File: src/rtl/elapsed_timer_pkg.sv
// elapsed_timer_pkg
// Shared types and constants for the elapsed_timer block.
//   state_t          : FSM state encoding (IDLE, RUN, HOLD)
//   ET_N_DEFAULT     : default counter/result width
//   ET_ALL_ONES      : saturation value for the default width
// Optional feature macro used by the block: ELAPSED_TIMEOUT_EN.
package elapsed_timer_pkg;

  typedef enum logic [1:0] {
    ST_IDLE = 2'd0,
    ST_RUN  = 2'd1,
    ST_HOLD = 2'd2
  } state_t;

  localparam int unsigned ET_N_DEFAULT = 10;

  // Saturation value for the default width, built from the width itself.
  localparam logic [ET_N_DEFAULT-1:0] ET_ALL_ONES = {ET_N_DEFAULT{1'b1}};

endpackage

File: src/rtl/sat_up_counter.sv
// sat_up_counter
// Saturating up-counter owned by elapsed_timer.
// Ports:
//   clk   in   system clock
//   reset in   asynchronous active-low reset
//   clr   in   synchronous clear to zero (wins over inc)
//   inc   in   advance by one unless already saturated
//   q     out  N-bit count
//   sat   out  count is all-ones
module sat_up_counter
  import elapsed_timer_pkg::*;
#(
  parameter int N = ET_N_DEFAULT
) (
  input  logic         clk,
  input  logic         reset,
  input  logic         clr,
  input  logic         inc,
  output logic [N-1:0] q,
  output logic         sat
);

  localparam logic [N-1:0] MAX_COUNT = {N{1'b1}};

  assign sat = (q == MAX_COUNT);

  always_ff @(posedge clk or negedge reset) begin
    if (!reset) begin
      q <= '0;
    end else if (clr) begin
      q <= '0;
    end else if (inc && !sat) begin
      q <= q + 1'b1;
    end
  end

endmodule

File: src/rtl/elapsed_timer.sv
// elapsed_timer
// Counts qualified ticks between a start pulse and a stop pulse and holds the
// captured value behind a valid/ready handshake until the consumer takes it.
//
// Handshake: result is transferred on a cycle where result_valid and
// result_ready are both high; result_valid never drops before that transfer
// except on clear or reset, and result stays stable while result_valid is high.
//
// Ports:
//   clk          in   system clock
//   reset        in   asynchronous active-low reset
//   en           in   tick qualifier
//   start        in   begin measurement (IDLE only; wins over stop)
//   stop         in   end measurement, capture count
//   clear        in   synchronous abort to IDLE
//   count        out  live counter value
//   result       out  captured measurement
//   result_valid out  result available
//   result_ready in   consumer accepts result
//   overflow     out  counter saturated during this measurement (sticky)
//   busy         out  high in RUN
//   timeout_val  in   auto-stop threshold   (ELAPSED_TIMEOUT_EN only)
//   timed_out    out  measurement auto-stopped (ELAPSED_TIMEOUT_EN only)
//   fsm_state    out  current FSM state, for observation
// Optional feature macro: ELAPSED_TIMEOUT_EN.
module elapsed_timer
  import elapsed_timer_pkg::*;
#(
  parameter int N = ET_N_DEFAULT
) (
  input  logic         clk,
  input  logic         reset,
  input  logic         en,
  input  logic         start,
  input  logic         stop,
  input  logic         clear,
  output logic [N-1:0] count,
  output logic [N-1:0] result,
  output logic         result_valid,
  input  logic         result_ready,
  output logic         overflow,
  output logic         busy,
`ifdef ELAPSED_TIMEOUT_EN
  input  logic [N-1:0] timeout_val,
  output logic         timed_out,
`endif
  output state_t       fsm_state
);

  state_t state;
  logic   cnt_clr;
  logic   cnt_inc;
  logic   cnt_sat;
  logic   tick_run;
  logic   timeout_hit;

  // A stop cycle ignores en so the captured value equals the held count.
  assign tick_run = (state == ST_RUN) && en && !stop;

`ifdef ELAPSED_TIMEOUT_EN
  assign timeout_hit = tick_run && (count == timeout_val);
`else
  assign timeout_hit = 1'b0;
`endif

  assign cnt_clr = clear || ((state == ST_IDLE) && start);
  assign cnt_inc = tick_run && !timeout_hit;

  sat_up_counter #(.N(N)) u_counter (
    .clk   (clk),
    .reset (reset),
    .clr   (cnt_clr),
    .inc   (cnt_inc),
    .q     (count),
    .sat   (cnt_sat)
  );

  always_ff @(posedge clk or negedge reset) begin
    if (!reset) begin
      state        <= ST_IDLE;
      result       <= '0;
      result_valid <= 1'b0;
      overflow     <= 1'b0;
      busy         <= 1'b0;
`ifdef ELAPSED_TIMEOUT_EN
      timed_out    <= 1'b0;
`endif
    end else if (clear) begin
      state        <= ST_IDLE;
      result       <= '0;
      result_valid <= 1'b0;
      overflow     <= 1'b0;
      busy         <= 1'b0;
`ifdef ELAPSED_TIMEOUT_EN
      timed_out    <= 1'b0;
`endif
    end else begin
      case (state)
        ST_IDLE: begin
          if (start) begin
            state    <= ST_RUN;
            overflow <= 1'b0;
            busy     <= 1'b1;
          end
        end
        ST_RUN: begin
          if (stop) begin
            state        <= ST_HOLD;
            result       <= count;
            result_valid <= 1'b1;
            busy         <= 1'b0;
          end else if (timeout_hit) begin
            state        <= ST_HOLD;
            result       <= count;
            result_valid <= 1'b1;
            busy         <= 1'b0;
`ifdef ELAPSED_TIMEOUT_EN
            timed_out    <= 1'b1;
`endif
          end else if (en && cnt_sat) begin
            overflow <= 1'b1;
          end
        end
        ST_HOLD: begin
          if (result_ready) begin
            state        <= ST_IDLE;
            result_valid <= 1'b0;
`ifdef ELAPSED_TIMEOUT_EN
            timed_out    <= 1'b0;
`endif
          end
        end
        default: begin
          state <= ST_IDLE;
          busy  <= 1'b0;
        end
      endcase
    end
  end

  assign fsm_state = state;

endmodule

File: config.mk
export PLATFORM = sky130hd
export DESIGN_NAME = elapsed_timer
export DESIGN_NICKNAME = d
export VERILOG_FILES = /design/src/rtl/elapsed_timer_pkg.sv /design/src/rtl/sat_up_counter.sv /design/src/rtl/elapsed_timer.sv
export SDC_FILE = /design/constraint.sdc
export NUM_CORES = 1
export LEC_CHECK = 0
export CAP_MARGIN = 20
export CELL_PAD_IN_SITES_DETAIL_PLACEMENT = 0
export CELL_PAD_IN_SITES_GLOBAL_PLACEMENT = 1
export CORE_AREA = 2 2 67 56
export CTS_CLUSTER_DIAMETER = 200
export CTS_CLUSTER_SIZE = 24
export DETAILED_ROUTE_END_ITERATION = 12
export DIE_AREA = 0 0 69 58
export PLACE_DENSITY = 0.79
export SLEW_MARGIN = 10
export SYNTH_ARGS = -nofsm -noshare
export SYNTH_HDL_FRONTEND = slang
export SYNTH_SLANG_ARGS = --single-unit
File: constraint.sdc
create_clock -name clk -period 1.65 [get_ports clk]
set_input_delay 0.33 -clock clk [delete_from_list [all_inputs] [get_ports clk]]
set_output_delay 0.33 -clock clk [all_outputs]
set_load 0.01 [all_outputs]
Yosys cells after proc, flatten, opt, wreduce, memory -nomap -nowiden:

Index checks and enable logic that the tools add are counted.

* register bits after elaboration: 25
* input port bits: 7
* output and inout port bits: 25
* logic and storage cells: 58

* $add $sub $neg: 1
* eq/ne operators: 9
* mux-type cells: 23
* reductions and logical operators: 19

Operator list (number)
* 10-bit 2-to-1 mux: 5
* 3-bit inequality test, second input constant: 4
* 10-bit by 1-bit adder with 10-bit output, second input constant: 1
* 10-bit equality test, second input constant: 1
* 1-bit 2-to-1 mux: 10
* 3-bit AND reduction: 3
* 2-bit 2-to-1 mux: 4
* 2-bit one-hot mux with 3 select lines: 1
* 2-bit nonzero test: 3
* 3-bit nonzero test: 2
* 1-bit logical AND: 5
* 1-bit one-hot mux with 2 select lines: 2
* 4-bit AND reduction: 1
* 3-bit by 2-bit inequality test with 1-bit output, second input constant: 1
* 1-bit one-hot mux with 3 select lines: 1
* 2-bit by 1-bit equality test with 1-bit output, second input constant: 1
* 2-bit equality test, second input constant: 1
* 1-bit logical NOT: 2
* 2-bit logical NOT: 1
* 2-bit inequality test, second input constant: 1
* 2-bit AND reduction: 1
* 1-bit logical OR: 1

Longest topological paths before layout:

Gate-level depths: netlist of run 1.

* word-level depth: 6
* mapped depth: 6
* mapped depth without buffers: 5

By module:

A second synthesis of run 1 with hierarchy kept.

* cells, all modules: 104
* area total of the unflattened synthesis: 1196.1 sq um

By module, submodules not included
* elapsed_timer: times used 1, cells an instance 48, area an instance 630.6 sq um, seq. area each 375.4 sq um
* sat_up_counter: times used 1, cells an instance 56, area an instance 565.5 sq um, seq. area each 250.2 sq um

Worst setup path before layout of run 1:

OpenSTA, ideal clock, no wires.

* path type: flip-flop to flip-flop
* from: register state[1], in the netlist fsm_state[1]
* to: register u_counter.q[6]
* library setup time: 0.078 ns
* data arrival time: 1.502 ns
* required time: 1.572 ns
* slack: 0.071 ns
* cell stages (with the launch flop): 6
* buffers on the path: 1
* period minus slack after synthesis: 1.579 ns
* cells stage by stage: dfrtp_1 > buf_6 > and4bb_4 > o211ai_2 > or3_1 > a21oi_1

* word-level cells in the longest chain between the ends: 5
* elaborated cells between the ends (all ways): 9
* those cells by class: eq/ne: 1; mux: 1; reduce/logical: 7

Ends and longest elaborated chain
* start: declaration: line elapsed_timer.sv:50 `state_t state;`
* start signal: assignment: line elapsed_timer.sv:80 `state <= ST_IDLE;`
* start signal: assignment: line elapsed_timer.sv:89 `state <= ST_IDLE;`
* start signal: assignment: line elapsed_timer.sv:101 `state <= ST_RUN;`
* 2-bit by 1-bit equality test with 1-bit output: line elapsed_timer.sv:58 `assign tick_run = (state == ST_RUN) && en && !stop;`
* 1-bit logical AND (2 in series): line elapsed_timer.sv:58
* 1-bit logical AND: line sat_up_counter.sv:32 `end else if (inc && !sat) begin`
* 2-bit nonzero test (no source line)
* end signal: assignment: line sat_up_counter.sv:33 `q <= q + 1'b1;`
* end: declaration: line sat_up_counter.sv:19 `output logic [N-1:0] q,`

Parallel ways exist; a longest one is shown, timed or not.
A chain may end at the register's enable or synchronous reset.

Final worst setup path of run 1:

* from: register u_counter.q[5]
* to: output count[5]

RTL lines
* end: declaration: line elapsed_timer.sv:37 `output logic [N-1:0] count,`

No word-level cell between the ends.

==> impl_metrics.json, run 1 <==
{
  "outcome": "finished, final reports clean",
  "syn_area_um2": 1170,
  "dpl_worst_slack_ns": -0.213,
  "timing_hold_violations_final": 0,
  "dr.pass1.iters": 4,
  "endpoint_kind": "primary output",
  "yosysMostFrequentCell": "dfrtp_1",
  "power_switching_uw": 271,
  "totalPowerFinal_mw": 1.12,
  "fin_crit_ns": 1.60,
  "cts_root_buffer": "clkbuf_8",
  "gp_congestion": 0.795,
  "via_per_inst": 5.39,
  "drt_iter0_drc": 63,
  "synthFlopType": "dfrtp_1",
  "fmax_mhz": 626,
  "power_density_nw_per_um2": 668,
  "clock_power_share_pct": 32.3,
  "p_sw_share_pct": 24.1,
  "grt_pass1_wl_mm": 4.62,
  "initial_core_util_pct": 35.2,
  "rsz0062_at_grt": "no",
  "pwr-share-seq_pct": 56.2,
  "cts_tree": "built",
  "insertion_delay_ns": 0.27,
  "path_clk_slew_ns": 0.09,
  "holdWs_ns": 0.423,
  "synth-async-reset-ratio_pct": 100,
  "netlist_top_cells_count": "dfrtp_1 (25), nor2_1 (12), a21oi_1 (10), a22o_1 (10)",
  "rows": 19,
  "die_h_um": 58,
  "hold_path_class": "in2async",
  "areaGrowthSynthToFinish_pct": 43.7,
  "cts_buffer_depth": 2,
  "drive_above_1_share_pct": 23.1,
  "cts_made_buffers": 3,
  "skew_ns": 0.00578,
  "die_w_um": 69,
  "yosysSeqAreaShare_pct": 53.5,
  "io_buffers": 31,
  "track_usage_pct": 14.6,
  "crit_path_start_kind": "register",
  "final_util_pct": 50.5,
  "routedWlPerCell_um": 14.3,
  "r2r-end": "u_counter.q[6]",
  "dp_cells": 192,
  "p_leak_nw": 0.708,
  "die-area_um2": 4000,
  "synthCells": 110,
  "vias": 1068,
  "yosys_warnings": 0,
  "yosys-top-cells-area": "dfrtp_1 (53%), a22o_1 (7.5%), a21oi_1 (4.3%)",
  "fp.coreArea_um2": 3330,
  "fin_cells": 198,
  "crit_family": "buffers and inverters",
  "synth_nets": 118,
  "antenna_found_initial": 0,
  "max-cap-violations": 0,
  "crit_arrival_ns": 1.27,
  "path_class": "reg2out",
  "cpPeakStageDelay_ns": 0.56,
  "ys_ff_latch": 25,
  "synth_edf_count": 0,
  "io_pins": 32,
  "antenna_left": 0,
  "critPathRequiredTime_ns": 1.32,
  "r2r_cells": 5,
  "avgSynthCellArea_um2": 10.6,
  "dp_hpwl_mm": 2.14,
  "vdd_drop_max_mv": 0.583,
  "slew_headroom_pct": 73.0,
  "setup_viol": 0,
  "yosysUniqueCellTypes": 33,
  "post-synth-top-area-cell": "dfrtp_1",
  "htree_levels": 1,
  "fin_crit_sh_pct": 96.7,
  "slowest_stage": "clkdlybuf4s50_1",
  "antenna_cells": 0,
  "grt_pass1_vias": 974,
  "report.final.slew_viol_count": 0,
  "nets": 165,
  "path_cells": "clkdlybuf4s50_1",
  "cellInternalPower_uw": 852,
  "setup_slack_ns": 0.0537,
  "post-route-drc-count": 0,
  "r2r_setup_slack_ns": 0.13,
  "max_slew.worst_pin.slew_ns": 0.404,
  "wirelength_mm": 2.84,
  "grt_max_degree": 26,
  "globalRouteOverflowTotal": 0,
  "path_buf_inv": 1,
  "clock-sinks": 25,
  "yosysTopAreaCellShare_pct": 53.5,
  "comb_power_share_pct": 11.5,
  "path_max_fanout": 8,
  "r2r_start": "u_counter.q[0]"
}
-- cells by family after synthesis --
family / count (synthesis) / share of synthesized area, %
XOR/XNOR: 2 / 1.50
multiplexers: 1 / 0.856
adder cells (fa/ha/maj): 1 / 1.07
buffers and inverters: 7 / 2.99
flip-flops: 25 / 53.5
AO/OA/AOI/OAI: 34 / 20.7
AND/OR/NAND/NOR: 40 / 19.4
-- flip-flops by register name (all words and copies together), names as in the netlist --
register / flops
fsm_state: 2
u_counter.q: 10
busy: 1
result_valid: 1
overflow: 1
result: 10
-- repair_timing --
item / CTS / global route
resized for setup: 6 / 6
hold buffers: 0 / 0
buffers inserted: 0 / 2
pin swaps: 0 / 0
setup endpoints to repair: 6 / 16
-- worst max path at each step --
stage	start	slack, ns	to	cells past startpoint
after floorplan	fsm_state[1]	0.07	u_counter.q[6]	5
after global placement	stop	-0.18	result[5]	6
after detailed placement	stop	-0.21	result[8]	6
after CTS	u_counter.q[3]	0.006	count[3]	1
after global routing	u_counter.q[0]	0.005	count[0]	1
final	u_counter.q[5]	0.05	count[5]	1
-- metal layers --
layer  GRT usage [%]  routed length (µm)
met5               0                   0
met4            5.04                  38
met3            3.48                  92
met2            22.1                1300
met1            20.8                1410
-- power by group through the flow --
stage / combinational [mW] / clock [mW] / sequential, mW
after detailed placement: 0.130 / 0 / 0.643
final: 0.129 / 0.363 / 0.631
after global placement: 0.129 / 0 / 0.642
after floorplan: 0.0548 / 0 / 0.644
after global routing: 0.143 / 0.406 / 0.633
after CTS: 0.130 / 0.373 / 0.631
-- final cells by class --
type	instances	area, µm²
clock buffer	3	41.3
clock inverter	1	5.00
fill	319	1650
inverter	3	11.3
multi-input combinational	78	512
sequential	25	638
tap	42	52.6
timing repair buffer	46	422
-- cell usage in the layout, fill, tap and decap left out, drive strengths merged, types with 2 or more instances in the layout --
cell / n
a22o: 10
nand4: 3
or3: 3
clkbuf: 3
clkdlybuf4s50: 30
dfrtp: 25
xor2: 2
a21oi: 10
o21ai: 6
and3: 2
nor2: 12
nor3: 5
inv: 3
nand2: 6
buf: 15
nand3: 4
-- metrics by stage --
stage	area [µm²]	TNS [ns]
global route	1680	0
global placement	1610	-2.59
detailed placement	1610	-3.02
CTS	1660	0
finish	1680	0
floorplan	1170	0
Note: power is estimated with default switching activity, not from simulation.
==> run 2, diff against run 1 <==
--- a/config.mk
+++ b/config.mk
@@ -10,7 +10,7 @@
 export CELL_PAD_IN_SITES_GLOBAL_PLACEMENT = 1
 export CORE_AREA = 2 2 67 56
 export CTS_CLUSTER_DIAMETER = 200
-export CTS_CLUSTER_SIZE = 24
+export CTS_CLUSTER_SIZE = 30
 export DETAILED_ROUTE_END_ITERATION = 12
 export DIE_AREA = 0 0 69 58
 export PLACE_DENSITY = 0.79
==> results of run 2 <==
Final layout, timing and power as in run 1 (identical DEF).
==> run 3, diff against run 2 <==
--- a/config.mk
+++ b/config.mk
@@ -18,3 +18,4 @@
 export SYNTH_ARGS = -nofsm -noshare
 export SYNTH_HDL_FRONTEND = slang
 export SYNTH_SLANG_ARGS = --single-unit
+export TNS_END_PERCENT = 20
==> results of run 3 <==
Final layout, timing and power as in run 1 (identical DEF).
